<file path="config.mk">
export PLATFORM = sky130hd
export DESIGN_NAME = adder_flat
export DESIGN_NICKNAME = d
export VERILOG_FILES = /design/src/rtl/adder_if.sv /design/src/rtl/adder.sv /design/src/flat_wrapper.sv
export SDC_FILE = /design/constraint.sdc
export NUM_CORES = 1
export LEC_CHECK = 0
export CORE_AREA = 2 2 39 41
export CTS_CLUSTER_DIAMETER = 100
export DETAILED_ROUTE_END_ITERATION = 8
export DIE_AREA = 0 0 41 43
export PLACE_DENSITY = 0.66
export SLEW_MARGIN = 20
export SYNTH_ARGS = -nofsm -noshare
export SYNTH_HDL_FRONTEND = slang
export SYNTH_SLANG_ARGS = --single-unit
</file>
<file path="constraint.sdc">
create_clock -name clk -period 0.8 [get_ports clk]
set_input_delay 0.16 -clock clk [delete_from_list [all_inputs] [get_ports clk]]
set_output_delay 0.16 -clock clk [all_outputs]
set_load 0.01 [all_outputs]
</file>
<file path="src/rtl/adder_if.sv">
// Bundle of signals for the registered adder.
// The dut_mp modport is the adder's view; clk is an interface port so the
// environment that owns the clock also owns the interface instance.
interface adder_if #(
    parameter int WIDTH     = 4,
    parameter int OUT_WIDTH = 7
) (
    input logic clk
);
    logic                 reset;
    logic [WIDTH-1:0]     a;
    logic [WIDTH-1:0]     b;
    logic                 valid;
    logic [OUT_WIDTH-1:0] c;
    logic                 out_valid;
    logic                 carry;

    modport dut_mp (
        input  clk,
        input  reset,
        input  a,
        input  b,
        input  valid,
        output c,
        output out_valid,
        output carry
    );
endinterface

</file>
<file path="src/rtl/adder.sv">
// Registered unsigned adder: one sum per clock, one cycle of latency.
//
// Handshake: valid qualifies a and b for the single cycle it is high; there
// is no ready, the adder accepts every valid beat. out_valid pulses for one
// cycle when c/carry carry a freshly computed sum; otherwise c and carry hold
// the last accepted result. a and b are don't-care while valid is low.
module adder #(
    parameter int WIDTH     = 4,
    parameter int OUT_WIDTH = 7
) (
    adder_if.dut_mp bus
);

    // The sum needs WIDTH+1 bits, and the operand width is bounded to 1..16.
    if (WIDTH < 1 || WIDTH > 16 || OUT_WIDTH < WIDTH + 1) begin : g_bad_params
        $error("adder: need 1 <= WIDTH <= 16 and OUT_WIDTH >= WIDTH+1");
    end

    logic [WIDTH:0]       sum;
    logic [OUT_WIDTH-1:0] sum_ext;

    // Full-width sum, then zero-extend so bits above WIDTH are always 0.
    always_comb begin
        sum              = {1'b0, bus.a} + {1'b0, bus.b};
        sum_ext          = '0;
        sum_ext[WIDTH:0] = sum;
    end

    // Result registers: reset clears at once; valid loads; otherwise hold.
    always_ff @(posedge bus.clk or posedge bus.reset) begin
        if (bus.reset) begin
            bus.c         <= '0;
            bus.carry     <= 1'b0;
            bus.out_valid <= 1'b0;
        end else if (bus.valid) begin
            bus.c         <= sum_ext;
            bus.carry     <= sum[WIDTH];
            bus.out_valid <= 1'b1;
        end else begin
            bus.out_valid <= 1'b0;
        end
    end

endmodule

</file>
<file path="src/flat_wrapper.sv">
// flat-port wrapper written by rule: the top's interface ports become plain ports
module adder_flat 
#(
    parameter int WIDTH     = 4,
    parameter int OUT_WIDTH = 7
)
  (clk, bus_reset, bus_a, bus_b, bus_valid, bus_c, bus_out_valid, bus_carry);
  adder_if #(.WIDTH(WIDTH), .OUT_WIDTH(OUT_WIDTH)) bus_i (.clk(clk));
  input wire logic clk;
  input wire logic [$bits(bus_i.reset)-1:0] bus_reset;
  input wire logic [$bits(bus_i.a)-1:0] bus_a;
  input wire logic [$bits(bus_i.b)-1:0] bus_b;
  input wire logic [$bits(bus_i.valid)-1:0] bus_valid;
  output wire logic [$bits(bus_i.c)-1:0] bus_c;
  output wire logic [$bits(bus_i.out_valid)-1:0] bus_out_valid;
  output wire logic [$bits(bus_i.carry)-1:0] bus_carry;
  assign bus_i.reset = bus_reset;
  assign bus_i.a = bus_a;
  assign bus_i.b = bus_b;
  assign bus_i.valid = bus_valid;
  assign bus_c = bus_i.c;
  assign bus_out_valid = bus_i.out_valid;
  assign bus_carry = bus_i.carry;
  adder #(.WIDTH(WIDTH), .OUT_WIDTH(OUT_WIDTH)) u_core (.bus(bus_i));
endmodule
</file>
# Yosys cells after proc, flatten, opt, wreduce, memory -nomap -nowiden
# Index checks and enable logic that the tools add are counted.
word_totals:
  ff_bits: 7
  input_bits: 11
  output_inout_bits: 9
classes:
  n_addsub: 1
  muxes: 1
ops:
  columns: ["cell", "count"]
  rows:
  - ["4-bit by 4-bit adder with 5-bit output", 1]
  - ["1-bit 2-to-1 mux", 1]

# Longest topological paths before layout
depth:
  depth_word: 1
  mapped_depth: 6
  ltp_nobuf: 6

# Worst setup path before layout
# Ideal clock, no wire load.
synth_path:
  path_type: "input -> register"
  from: "in bus_b[0]"
  to: "reg u_core.bus.c[2]"
  t_arrival_ps: 1105
  required_ps: 675
  setup_slack_ps: -430
  cell_stages: 5
  path_cell_list: "ha_1 -> inv_1 -> fa_1 -> xnor2_1 -> mux2_2"
synth_between:
  elab_chain_len: 1
synth_rtl:
  columns: ["element", "line", "source"]
  rows:
  - ["start, declared", "flat_wrapper.sv:12", "input wire logic [$bits(bus_i.b)-1:0] bus_b;"]
  - ["4-bit by 4-bit adder with 5-bit output", "adder.sv:24", "sum = {1'b0, bus.a} + {1'b0, bus.b};"]
  - ["end signal, assigned", "adder.sv:36", "bus.c <= sum_ext;"]
  - ["end, declared", "adder_if.sv:24", "output c,"]
# Every way passes these cells.
# A chain may end at the register's enable or synchronous reset.

# Final worst setup path
# Same ends and word-level chain as after synthesis.

==> reports/metrics.cfg <==
[route]
routed_via_density=4.41
drt-total-wl_um=783
dr_total_vias=331
route.antenna.remaining_nets=0
wire_per_inst_um=10.4
first_pass_iters=2
route.layer.met1.wl_um=314
top_layer_used=met4
met3_wirelength_um=84
detailedRoute.firstIterationViolations=1
met2RoutedLength_um=351
post-route-drc-count=0

[setup_path]
timing.critical_path.arrival_ns=1.11
cp_data_required_time_ns=0.92
start_kind=input port
worst-r2r-setup-slack_ns=-0.16
timing.rr.start=u_core.bus.c[3]
cp_max_fo=2
crit_end_category=flip-flop
criticalPathCategory=in2reg
slowest_stage_cell_on_the_critical_path=sky130_fd_sc_hd__fa_2
worst_r2r_path_depth=4
cp_slowest_stage_delay_ns=0.34
crit_path_cell_trace=buf_6 -> ha_4 -> inv_2 -> fa_2 -> xnor2_1 -> mux2_2
rr_endpoint=u_core.bus.c[3]

[timing]
setup_viol_count_final=11
final.hold.worst_slack_ns=0.130
setup_repair_after_global_routing_missed_its_margin=yes
clock_skew_after_layout_ns=0
finalCritPeriodShare=1.24
layout_setup_ws_ns=-0.195
fin_tns_setup_ns=-1.23
period_needed_ns=0.995
fmax_mhz=1010
slew_viol_final=0
final-hold-violation-count=0

[final_layout]
share_of_the_core_filled_with_cells_in_the_final_layout=0.436
final_nets=77
multiInputGateArea_um2=240
flip_flop_and_latch_area_um2=150
post_route_cells_drive_above_1_share=0.542
fillerInstances=146
area.growth.synth_to_final_pct=49.7
diodes=0
stdcell_area_um2=603

[synthesis]
synth_top_family_by_area=adder cells
synth_sequential_area_ratio=0.373
yosysUniqueCellTypes=21
synth_mux_area_frac=0.0807
synthesized_area_fraction_occupied_by_xor_and_xnor_cells=0.0217
synthesis_stage_register_bit_count=6
synth_area_per_cell_um2=10.9
synthesis.instances=37
synth_warnings=0
synth-adder-area-share=0.174
area_fraction_in_compound_gates_after_synthesis=0.0932
synthesis.area_um2=403
synth_simple_gate_area_frac=0.109

[placement]
post_dp_cell_area_um2=633
dpl_hpwl_um=644
place.gp.congestion=0.666
port-buffer-count=17

[run_status]
run_status=finished, violations left
violations=setup timing

[power_and_ir_drop]
power_density_mw_per_mm2=1640
irDropWorstVdd_mv=0.611
power.static_leakage_uw=0.000298

[die]
die_ht_um=43
die-area_mm2=0.00176
placeableCoreArea_mm2=0.00138
start_util=0.291
rows=14
floorplan.io_pins=20
fp.dieW_um=41

[clock_network]
worstSkewPairLatency_ns=0.24
root_buffer=sky130_fd_sc_hd__clkbuf_4
clock-sinks=6
h-tree-depth=1
cts_tree=yes
cts.reportedPaths.clkPinSlew_ns=0.04
cts_buffers=3
max_root_sink_buffers=2
cts_hold_bufs=0

[worst_hold_path]
hold_path.class=in2async

[global_route]
grt_antenna_before_repair=0
via_count_of_the_first_global_routing_pass=310
gr-usage-all-layers=0.112
grt_start_max_net_pins=9
overflow=0
global_route_wire_length_before_repair_um=1240

[flow_run]
maxCapViolCount=0

==> metrics by stage <==
stage                     power, uW  std cells  setup slack, ns
final                           988         75           -0.195
after global routing           1070         75           -0.206
after CTS                      1010         75           -0.251
after detailed placement        792         71           -0.921
after global placement          783         71           -0.912
after floorplan                 575         38           -0.351
==> cell type report <==
class	count	share of cell area
repair buffers	22	0.245
inverters	6	0.0373
well taps	16	0.0332
flip-flops and latches	6	0.249
clock buffers	3	0.0373
multi-input cells	22	0.398
==> Yosys cell counts (all sizes together) <==
library cell	n	share of area
o311ai	1	0.022
nand2	1	0.028
o311a	1	0.025
nor2	1	0.0093
xnor2	1	0.022
a31oi	1	0.016
a21o	1	0.019
inv	6	0.056
o21ai	1	0.012
nand4b	1	0.022
nand2b	1	0.016
dfrtp	6	0.37
buf	4	0.084
mux2i	1	0.025
conb	1	0.0093
ha	4	0.12
nor2b	1	0.016
fa	1	0.050
nand3b	1	0.019
mux2	2	0.056
==> timing repair <==
action	CTS	global route
pin swaps	6	3
endpoints found under the hold margin	0	0
setup endpoints to repair	13	12
buffers inserted	1	0
gates resized for setup	54	5
==> worst max-delay path: cells and delay by family <==
family     cells  cell delay (ns)
xor+xnor       1             0.13
fa+ha+maj      2             0.47
mux            1             0.25
buf+inv        2             0.10
==> how the worst max path moves through the flow <==
stage | endpoint | slack, ns | startpoint
after detailed placement | u_core.bus.c[2] | -0.92 | bus_b[0]
after CTS | u_core.bus.c[2] | -0.25 | bus_a[0]
after global routing | u_core.bus.c[2] | -0.21 | bus_b[0]
final | u_core.bus.c[2] | -0.19 | bus_b[0]
after global placement | u_core.bus.c[2] | -0.91 | bus_b[0]
after floorplan | u_core.bus.c[2] | -0.35 | bus_b[0]
==> report_power, final <==
part	switching (uW)	leakage, uW	internal (uW)	total (uW)
sequential	23.6	0.0000701	353	376
combinational	151	0.000214	195	346
clock	96.7	0.0000138	169	266
==> cell usage in the layout, fill, tap and decap left out, types with 2 or more instances in the layout <==
| cell | synthesis | layout |
|---|---|---|
| sky130_fd_sc_hd__buf_4 | 3 | 5 |
| sky130_fd_sc_hd__conb_1 | 1 | 2 |
| sky130_fd_sc_hd__buf_6 | 1 | 2 |
| sky130_fd_sc_hd__ha_4 | 0 | 3 |
| sky130_fd_sc_hd__mux2_2 | 2 | 2 |
| sky130_fd_sc_hd__clkbuf_2 | 0 | 3 |
| sky130_fd_sc_hd__inv_2 | 0 | 3 |
| sky130_fd_sc_hd__clkbuf_4 | 0 | 3 |
| sky130_fd_sc_hd__buf_2 | 0 | 9 |
| sky130_fd_sc_hd__inv_1 | 6 | 3 |
| sky130_fd_sc_hd__dfrtp_1 | 6 | 6 |
| sky130_fd_sc_hd__dlygate4sd2_1 | 0 | 2 |
==> registers in the layout, summed over array words and instances (netlist names) <==
name / cells
u_core.bus.out_valid: 1
u_core.bus.c: 4
u_core.bus.carry: 1
==> layer usage <==
metal | global-route usage | up-vias
met4 | 0.120 | 0
met1 | 0.116 | 148
met3 | 0.0314 | 4
li1 | - | 163
met5 | 0 | -
met2 | 0.163 | 16
==> logic make-up after synthesis <==
group | Yosys count
multiplexers | 3
buffers and inverters | 10
AO/OA/AOI/OAI | 5
other | 1
adder cells (fa/ha/maj) | 5
AND/OR/NAND/NOR | 6
XOR/XNOR | 1
flip-flops | 6
Power figures use the tool's default switching activity.
